[src/rtl/icache_pkg.sv]
// icache_pkg: shared types and helpers for the direct-mapped instruction cache.
// Holds the FSM state enum, the default line count and the address slice helpers.
package icache_pkg;

   typedef enum logic {
      IDLE = 1'b0,
      WAIT = 1'b1
   } state_t;

   localparam int LINES_DEF = 64;

   // Tag field, right-aligned; the caller casts it to TAG_W bits.
   function automatic logic [31:0] addr_tag(
      input logic [31:0] a,
      input int          iw
   );
      return a >> (iw + 2);
   endfunction

   // Line index field, right-aligned; the caller casts it to INDEX_W bits.
   function automatic logic [31:0] addr_idx(
      input logic [31:0] a,
      input int          iw
   );
      return (a >> 2) & ((32'd1 << iw) - 32'd1);
   endfunction

endpackage

[src/rtl/icache_store.sv]
// icache_store: valid/tag/data arrays for the icache.
// Ports: rd_* combinational read, we/wr_* single write port, clr clears all valid bits.
module icache_store #(
   parameter int LINES   = 64,
   parameter int INDEX_W = 6,
   parameter int TAG_W   = 24
) (
   input  logic               clk,
   input  logic               rst,
   input  logic [INDEX_W-1:0] rd_idx,
   output logic               rd_valid,
   output logic [TAG_W-1:0]   rd_tag,
   output logic [31:0]        rd_data,
   input  logic               we,
   input  logic [INDEX_W-1:0] wr_idx,
   input  logic               wr_valid,
   input  logic [TAG_W-1:0]   wr_tag,
   input  logic [31:0]        wr_data,
   input  logic               clr
);

   logic [LINES-1:0] valid_q;
   logic [TAG_W-1:0] tag_q  [LINES];
   logic [31:0]      data_q [LINES];

   // Clear-all wins over a same-edge write.
   always_ff @(posedge clk or negedge rst) begin
      if (!rst) begin
         valid_q <= '0;
      end else if (clr) begin
         valid_q <= '0;
      end else if (we) begin
         valid_q[wr_idx] <= wr_valid;
      end
   end

   always_ff @(posedge clk) begin
      if (we) begin
         tag_q[wr_idx]  <= wr_tag;
         data_q[wr_idx] <= wr_data;
      end
   end

   assign rd_valid = valid_q[rd_idx];
   assign rd_tag   = tag_q[rd_idx];
   assign rd_data  = data_q[rd_idx];

endmodule

[src/rtl/icache.sv]
// icache: direct-mapped, one-word-per-line instruction cache with registered outputs.
// Ports: cpu_* fetch side, mem_* controller side, flush_i; hit/miss counters with ICACHE_STATS_EN.
module icache
   import icache_pkg::*;
#(
   parameter int LINES = LINES_DEF
) (
   input  logic        clk,
   input  logic        rst,
   input  logic        cpu_req_i,
   input  logic [31:0] cpu_addr_i,
   output logic        cpu_stall_o,
   output logic        cpu_valid_o,
   output logic [31:0] cpu_inst_o,
   input  logic        flush_i,
   output logic        mem_req_o,
   output logic [31:0] mem_addr_o,
   input  logic        mem_busy_i,
   input  logic [31:0] mem_data_i
`ifdef ICACHE_STATS_EN
   ,
   output logic [31:0] hit_cnt_o,
   output logic [31:0] miss_cnt_o
`endif
);

   localparam int INDEX_W = $clog2(LINES);
   localparam int TAG_W   = 30 - INDEX_W;

   state_t state_q, state_d;

   logic        armed_q, armed_d;
   logic        pend_q, pend_d;
   logic        valid_q, valid_d;
   logic        stall_q, stall_d;
   logic        req_q, req_d;
   logic [31:0] inst_q, inst_d;
   logic [31:0] maddr_q, maddr_d;

   logic [INDEX_W-1:0] idx_in;
   logic [TAG_W-1:0]   tag_in;
   logic               rd_valid;
   logic [TAG_W-1:0]   rd_tag;
   logic [31:0]        rd_data;
   logic               hit;
   logic               hit_ev;
   logic               miss_ev;
   logic               fill;

   logic               we;
   logic               wr_valid;
   logic               clr;
   logic [INDEX_W-1:0] wr_idx;
   logic [TAG_W-1:0]   wr_tag;

   assign idx_in = INDEX_W'(addr_idx(cpu_addr_i, INDEX_W));
   assign tag_in = TAG_W'(addr_tag(cpu_addr_i, INDEX_W));

   // The miss address register doubles as the fill address.
   assign wr_idx = INDEX_W'(addr_idx(maddr_q, INDEX_W));
   assign wr_tag = TAG_W'(addr_tag(maddr_q, INDEX_W));

   icache_store #(
      .LINES   (LINES),
      .INDEX_W (INDEX_W),
      .TAG_W   (TAG_W)
   ) u_store (
      .clk      (clk),
      .rst      (rst),
      .rd_idx   (idx_in),
      .rd_valid (rd_valid),
      .rd_tag   (rd_tag),
      .rd_data  (rd_data),
      .we       (we),
      .wr_idx   (wr_idx),
      .wr_valid (wr_valid),
      .wr_tag   (wr_tag),
      .wr_data  (mem_data_i),
      .clr      (clr)
   );

   // A flush in the request cycle forces a miss against the cleared array.
   assign hit     = rd_valid & (rd_tag == tag_in) & ~flush_i;
   assign hit_ev  = (state_q == IDLE) & cpu_req_i & hit;
   assign miss_ev = (state_q == IDLE) & cpu_req_i & ~hit;
   // Busy is ignored in the first WAIT cycle since the controller flags it late.
   assign fill    = (state_q == WAIT) & armed_q & ~mem_busy_i;

   always_ff @(posedge clk or negedge rst) begin
      if (!rst) begin
         state_q <= IDLE;
      end else begin
         state_q <= state_d;
      end
   end

   always_comb begin
      state_d = state_q;
      unique case (state_q)
         IDLE: if (miss_ev) state_d = WAIT;
         WAIT: if (fill) state_d = IDLE;
         default: state_d = IDLE;
      endcase
   end

   always_comb begin
      valid_d  = 1'b0;
      req_d    = 1'b0;
      inst_d   = inst_q;
      stall_d  = stall_q;
      maddr_d  = maddr_q;
      armed_d  = armed_q;
      pend_d   = pend_q;
      we       = 1'b0;
      wr_valid = 1'b0;
      clr      = 1'b0;
      unique case (state_q)
         IDLE: begin
            clr = flush_i;
            if (hit_ev) begin
               valid_d = 1'b1;
               inst_d  = rd_data;
            end else if (miss_ev) begin
               req_d   = 1'b1;
               maddr_d = {cpu_addr_i[31:2], 2'b00};
               stall_d = 1'b1;
               armed_d = 1'b0;
               pend_d  = 1'b0;
            end
         end
         WAIT: begin
            armed_d = 1'b1;
            pend_d  = pend_q | flush_i;
            if (fill) begin
               // A flush seen during the miss still returns the word
               // but leaves every line invalid.
               we       = 1'b1;
               wr_valid = ~(pend_q | flush_i);
               clr      = pend_q | flush_i;
               inst_d   = mem_data_i;
               valid_d  = 1'b1;
               stall_d  = 1'b0;
               pend_d   = 1'b0;
            end
         end
         default: ;
      endcase
   end

   always_ff @(posedge clk or negedge rst) begin
      if (!rst) begin
         armed_q <= 1'b0;
         pend_q  <= 1'b0;
         valid_q <= 1'b0;
         stall_q <= 1'b0;
         req_q   <= 1'b0;
         inst_q  <= '0;
         maddr_q <= '0;
      end else begin
         armed_q <= armed_d;
         pend_q  <= pend_d;
         valid_q <= valid_d;
         stall_q <= stall_d;
         req_q   <= req_d;
         inst_q  <= inst_d;
         maddr_q <= maddr_d;
      end
   end

   assign cpu_valid_o = valid_q;
   assign cpu_stall_o = stall_q;
   assign cpu_inst_o  = inst_q;
   assign mem_req_o   = req_q;
   assign mem_addr_o  = maddr_q;

`ifdef ICACHE_STATS_EN
   logic [31:0] hit_cnt_q;
   logic [31:0] miss_cnt_q;

   always_ff @(posedge clk or negedge rst) begin
      if (!rst) begin
         hit_cnt_q  <= '0;
         miss_cnt_q <= '0;
      end else begin
         if (hit_ev) hit_cnt_q <= hit_cnt_q + 32'd1;
         if (miss_ev) miss_cnt_q <= miss_cnt_q + 32'd1;
      end
   end

   assign hit_cnt_o  = hit_cnt_q;
   assign miss_cnt_o = miss_cnt_q;
`endif

endmodule

[config.mk]
export PLATFORM = sky130hd
export DESIGN_NAME = icache
export DESIGN_NICKNAME = d
export VERILOG_FILES = /design/src/rtl/icache_pkg.sv /design/src/rtl/icache_store.sv /design/src/rtl/icache.sv
export SDC_FILE = /design/constraint.sdc
export NUM_CORES = 2
export LEC_CHECK = 0
export ABC_AREA = 0
export CORE_MARGIN = 4
export CORE_UTILIZATION = 35
export DETAILED_ROUTE_END_ITERATION = 10
export PLACE_DENSITY = 0.49
export RECOVER_POWER = 50
export SETUP_SLACK_MARGIN = 0.05
export SLEW_MARGIN = 15
export SYNTH_ARGS = -nofsm -noshare
export SYNTH_HDL_FRONTEND = slang
export SYNTH_HIERARCHICAL = 1
export SYNTH_SLANG_ARGS = --single-unit
export TNS_END_PERCENT = 10
[constraint.sdc]
create_clock -name clk -period 4.4 [get_ports clk]
set_clock_uncertainty 0.15 [all_clocks]
set_input_delay 0.44 -clock clk [delete_from_list [all_inputs] [get_ports clk]]
set_output_delay 0.44 -clock clk [all_outputs]
set_load 0.02 [all_outputs]
# Yosys cells after proc, flatten, opt, wreduce, memory -nomap -nowiden

Memories as Yosys holds them, arrays and structs flattened.
Cells that the tools add are included.

Bits in registers: 132
Memory bits (writable): 3,584
Input port bits: 69
Output and inout port bits: 67
Memories kept: 2

Memory list:

| memory         | words | width | rd ports | clocked after memory_dff | write ports | line               | source |
|---|---|---|---|---|---|---|---|
| u_store.data_q | 64    | 32    | 1        | 0                        | 1           | icache_store.sv:24 | `logic [31:0] data_q [LINES];` |
| u_store.tag_q  | 64    | 24    | 1        | 0                        | 1           | icache_store.sv:23 | `logic [TAG_W-1:0] tag_q [LINES];` |

Order comparisons: 3
Eq/ne operators: 5
Multiplexer cells: 34
Bitwise gates (word level): 14
Reduce and logical (&&, ||, !) cells: 6

Operator list:

| kind                                                              | count |
|---|---|
| two-way mux 64 bit                                                | 2 |
| bitwise mux 64 bit                                                | 1 |
| two-way mux 32 bit                                                | 2 |
| one-hot mux 32 bit (2 select lines)                               | 1 |
| == test 24 bit                                                    | 1 |
| two-way mux 1 bit                                                 | 20 |
| < comparator 6 x 7 -> 1 bit, second input constant                | 2 |
| one-hot mux 1 bit (2 select lines)                                | 6 |
| bitwise AND 1 bit                                                 | 7 |
| binary-select mux 1 bit (select 6 bit)                            | 1 |
| demux 1 bit (select 6 bit)                                        | 1 |
| greater-or-equal comparator 6 x 1 -> 1 bit, second input constant | 1 |
| inequality test 2 bit, second input constant                      | 3 |
| inverter 1 bit                                                    | 6 |
| AND reduction 3 bit                                               | 2 |
| AND reduction 2 bit                                               | 2 |
| inequality test 2 x 1 -> 1 bit, second input constant             | 1 |
| nonzero test 2 bit                                                | 1 |
| logical AND 1 bit                                                 | 1 |
| bitwise OR 1 bit                                                  | 1 |

# Longest topological paths before layout

Word-level depth: 9
Depth in mapped cells: 16
Mapped depth without buffers: 11

# Hierarchy

The synthesis kept the hierarchy.

Modules (own cells, without submodules):

| module       | times used | cells each | area an instance (um2) | seq. area each (um2) |
|---|---|---|---|---|
| icache_store | 1          | 6,133      | 138,641.7              | 109,224.8 |
| icache       | 1          | 228        | 3,249.4                | 1,701.6 |

# Worst setup path before layout

Ideal clock, no wire load.

Path type: reg2reg
Start: reg state_q
End: mem u_store.data_q[46][0], enable pin
Arrival time: 4.040 ns
Required time: 3.778 ns
Setup slack: -0.262 ns
Cell stages (with the launch flop): 9
Path buffers: 2
Period minus slack after synthesis: 4.662 ns
Cell sequence: dfrtp_1 > buf_2 > nand2_1 > or2_2 > inv_1 > nor2b_1 > nand3_1 > clkbuf_1 > nor2_1

Cells in the longest elaborated chain, start to end: 6

Ends and longest elaborated chain:

| item                                      | line               | source |
|---|---|---|
| start: declaration                        | icache.sv:30       | `state_t state_q, state_d;` |
| start signal: assignment                  | icache.sv:93       | `state_q <= state_d;` |
| bitwise AND 1 bit (2 in series)           | icache.sv:87       | `assign fill = (state_q == WAIT) & armed_q & ~mem_busy_i;` |
| two-way mux 1 bit                         | icache.sv:134      | `if (fill) begin` |
| two-way mux 1 bit *                       | icache.sv:117      | `unique case (state_q)` |
| net we                                    | icache.sv:50       | `logic we;` |
| two-way mux 1 bit *                       | icache_store.sv:38 | `if (we) begin` |
| two-way mux 1 bit (implied by the code) * | icache_store.sv:40 | `data_q[wr_idx] <= wr_data;` |
| end: declaration                          | icache_store.sv:24 |  |

The timed path passes the listed nets; every way through them passes the cells marked *.

# Final worst setup path

Start: mem u_store.tag_q[3][1]
End: reg pend_q

Cells in the longest elaborated chain, start to end: 8
Elaborated cells between the ends (all ways): 10
Classes of those cells: eq/ne: 3; bitwise: 5; reduce/logical: 1; memory: 1

Ends and longest elaborated chain:

| item                              | line               | source |
|---|---|---|
| start: declaration                | icache_store.sv:23 |  |
| memory (64 x 24 bit) *            | -                  |  |
| net rd_tag[1]                     | icache.sv:43       | `logic [TAG_W-1:0] rd_tag;` |
| == test 24 bit *                  | icache.sv:83       | `assign hit = rd_valid & (rd_tag == tag_in) & ~flush_i;` |
| bitwise AND 1 bit * (2 in series) | icache.sv:83       |  |
| inverter 1 bit                    | icache.sv:85       | `assign miss_ev = (state_q == IDLE) & cpu_req_i & ~hit;` |
| bitwise AND 1 bit                 | icache.sv:85       |  |
| inequality test 2 bit (no line)   | -                  |  |
| AND reduction 2 bit (no line) *   | -                  |  |
| end signal: assignment            | icache.sv:161      | `pend_q <= pend_d;` |
| end: declaration                  | icache.sv:33       | `logic pend_q, pend_d;` |

Marks and branches as above.
A chain may end at the register's enable or synchronous reset.

==> run_results.csv <==
group,metric,value,unit
clock_network,cts_root_buf,"clkbuf_16",
setup_path,worstSetupPathType,"flip-flop to flip-flop",
power_and_ir_drop,power.total,85.6,mW
worst_hold_path,min_to,"mem_addr_o[8]$_DFFE_PN0P_",
yosys,synthCells,6361,
clock_network,cts.clk_slew.worst_paths,0.06,ns
routing,drt-pass1-iter-count,5,
yosys,async_flop_share,3.55,%
timing,grt_setup_unrepaired,"no",
routing,route.antenna.remaining_nets,0,
clock_network,clkSinkCount,3716,
global_routing,overflow,0,
final_layout,final_common_cell,"edfxtp_1",
setup_path,r2r_slack,0.24,ns
yosys,syn_area,142000,sq um
yosys,yosys_warnings,6,
worst_hold_path,holdPathStages,2,
yosys,ys_seq_elements,3716,
status,status,"finished, violations left",
global_routing,track_usage,22.2,%
clock_network,cts_buffers,394,
setup_path,worst_setup_path_end_kind,"flip-flop",
clock_network,insertion_delay,0.96,ns
floorplan,die_h,645,microns
final_layout,fillers,34900,
place,hpwl,266,mm
yosys,synth_flop_cell,"edfxtp_1",
power_and_ir_drop,p_leak,52.5,nW
timing,period_share,94.7,%
global_routing,grt_max_degree,116,
timing,slew_violations,3508,
yosys,synth.distinct_cells,49,
floorplan,start_util,35.2,%
final_layout,drive_above_1_share,30.2,%
final_layout,syn_to_final_growth,18.7,%
floorplan,core,403000,sq um
power_and_ir_drop,p_per_area,508,nW/um^2
power_and_ir_drop,power.share.switching,24.6,%
power_and_ir_drop,p_comb_share,10.6,%
power_and_ir_drop,seq_power_share,50.1,%
routing,via_count,74000,
timing,hold_violations,0,
timing,timing.hold.ws,0.114,ns
power_and_ir_drop,p_int,64.5,mW
routing,drc,0,
setup_path,start_kind,"flip-flop",
setup_path,reg2reg_depth,15,
routing,vias_per_cell,5.75,
global_routing,grt_pass1_wl,639,mm
floorplan,die_w,645,microns
timing,tightest_slew,3.46,ns
setup_path,critPathRequiredTime,5.09,ns
clock_network,postCtsSetupBuffers,0,
timing,fmax,240,MHz
place,place_congestion,0.786,
final_layout,multi_input_comb_area,29600,sq um
routing,wl_per_cell,36.6,microns
timing,setup_viol_count_final,0,
yosys,avgSynthCellArea,22.3,sq um
routing,drt_iter0_drc,9350,
floorplan,die-area,416000,sq um
final_layout,fin_nets,7180,
status,violations,"capacitance limit, slew limit",
power_and_ir_drop,clkPwrFrac,39.3,%
run,drv_cap,55,
floorplan,rows,233,
worst_hold_path,hp-class,"primary input to flip-flop",
setup_path,path_max_fanout,15,
clock_network,htree_levels,5,
yosys,synth_edf_count,3584,
routing,routed_wl,470,mm
floorplan,io_pins,136,
power_and_ir_drop,vdd_ir_drop_max,0.000360,V
power_and_ir_drop,p_sw,21.1,mW
global_routing,grt_pass1_vias,74300,
place,io_buffers,131,
final_layout,final_cell_mix,"edfxtp_1 (3584), mux4_2 (905), clkbuf_16 (398)",
timing,slew_headroom,-131,%
setup_path,worstReg2RegEnd,"pend_q$_DFFE_PN0P_",
global_routing,antenna_found_initial,33,
worst_hold_path,hold_start,"cpu_addr_i[8]",
setup_path,crit_arrival,4.86,ns
timing,min_period,4.16,ns
yosys,synth-seq-area-share,78.2,%
clock_network,cts_tree,"done",
clock_network,clockBufferDepth,4,
setup_path,r2r_start,"u_store/tag_q[3][1]$_DFFE_PP_",
final_layout,regArea,111000,sq um
## worst max-delay path: stages (launching register included)
cell	delay, ns
edfxtp_1	0.36
mux4_2	0.49
a22oi_1	0.27
nand4_1	0.12
buf_4	0.17
and3_1	0.22
xnor2_1	0.44
buf_4	0.24
nand4_1	0.16
nor4_1	0.30
buf_4	0.17
a31o_2	0.21
buf_12	0.25
inv_4	0.14
buf_4	0.17
nor3_1	0.17
## worst max path at each step
stage / from / endpoint / slack (ns) / cells past startpoint
6_report: u_store/tag_q[3][1]$_DFFE_PP_ / pend_q$_DFFE_PN0P_ / 0.24 / 15
5_1_grt: u_store/tag_q[3][1]$_DFFE_PP_ / pend_q$_DFFE_PN0P_ / 0.20 / 15
4_1_cts: u_store/tag_q[3][2]$_DFFE_PP_ / cpu_inst_o[5]$_DFFE_PN0P_ / 0.15 / 13
3_5_place_dp: cpu_addr_i[7] / cpu_inst_o[16]$_DFFE_PN0P_ / -0.61 / 16
3_3_place_gp: cpu_addr_i[7] / cpu_inst_o[17]$_DFFE_PN0P_ / -0.68 / 16
2_1_floorplan: state_q$_DFF_PN0_ / u_store/data_q[46][0]$_DFFE_PP_ / -0.26 / 8
## layer usage
metal / global-route usage (%) / vias to the layer above / share of wire (%)
li1: - / 28700 / -
met1: 31.0 / 41500 / 42
met2: 36.1 / 3077 / 48
met3: 2.92 / 709 / 6.6
met4: 7.28 / 2 / 3.5
met5: 0 / - / 0.0019
## sequential cells by signal, summed over array words and instances (netlist names)
register / count
u_store/data_q: 2048
u_store/tag_q: 1536
u_store/valid_q: 64
cpu_inst_o: 32
mem_addr_o: 30
armed_q: 1
cpu_stall_o: 1
cpu_valid_o: 1
mem_req_o: 1
pend_q: 1
state_q: 1
## layout make-up
cell class                      count  area share (%)
Inverter                            7          0.0171
Timing Repair Buffer              741            4.76
Clock inverter                    241            1.55
Clock buffer                      493            6.19
Multi-Input combinational cell   2251            17.6
Antenna cell                        6         0.00892
Tap cell                         5405            4.02
Sequential cell                  3716            65.9
## synthesized netlist by cell type (3+ instances only)
master	instances	area [sq um]
or2_2	6	37.5
nor4_1	4	25.0
and3_1	52	325
o22ai_1	104	651
nand2b_1	10	62.6
nor3_1	5	25.0
nand3b_1	4	30.0
o221ai_1	105	920
mux2_2	102	1150
a211oi_1	50	375
edfxtp_1	3584	108000
o211a_1	3	30.0
buf_6	27	304
xnor2_1	17	149
dfrtp_1	132	3300
nand2_1	197	739
o21ai_0	67	335
nand3_1	118	591
buf_8	3	45.0
inv_1	6	22.5
mux2i_1	34	340
buf_1	42	158
nor2b_1	57	357
clkbuf_1	190	713
buf_2	92	460
a22oi_1	111	833
a21oi_1	70	350
mux4_2	905	20400
buf_4	34	255
nand4_1	115	719
o2bb2ai_1	5	43.8
xor2_1	6	52.6
nor2_1	85	319
## power by group through the flow
stage | Combinational (mW) | Clock [mW] | Sequential (mW)
floorplan | 3.00 | 0 | 44.5
global placement | 9.12 | 0 | 43.3
detailed placement | 9.36 | 0 | 43.4
CTS | 9.39 | 34.3 | 42.6
global route | 9.62 | 35.8 | 43.0
finish | 9.12 | 33.6 | 42.9
## timing repair
action	in CTS	in global routing
hold buffers	10	4
resized for setup	0	1
setup endpoints to repair	0	1
hold endpoints to repair	365	256
## through the flow
stage	instance area, sq um	worst slack [ns]	util [%]	setup TNS, ns	std cells
floorplan	142000	-0.262	-	-181.38	6362
global placement	155000	-0.684	38.5	-37.44	12100
detailed placement	155000	-0.611	38.5	-31.75	12100
CTS	168000	0.149	41.8	0	12800
global route	168000	0.197	41.8	0	12900
finish	168000	0.235	41.8	0	12900
## cells by family (layout without fill, tap and decap cells)
kind of cell | Yosys count | in the layout | share of synthesized area, %
xor+xnor | 23 | 23 | 0.142
compound gates | 525 | 525 | 2.56
mux | 1041 | 1041 | 15.4
other cells | 1 | 8 | 0.00264
simple gates | 660 | 660 | 2.32
flops | 3716 | 3716 | 78.2
buf+inv | 395 | 1482 | 1.38
Power figures use the tool's default switching activity.
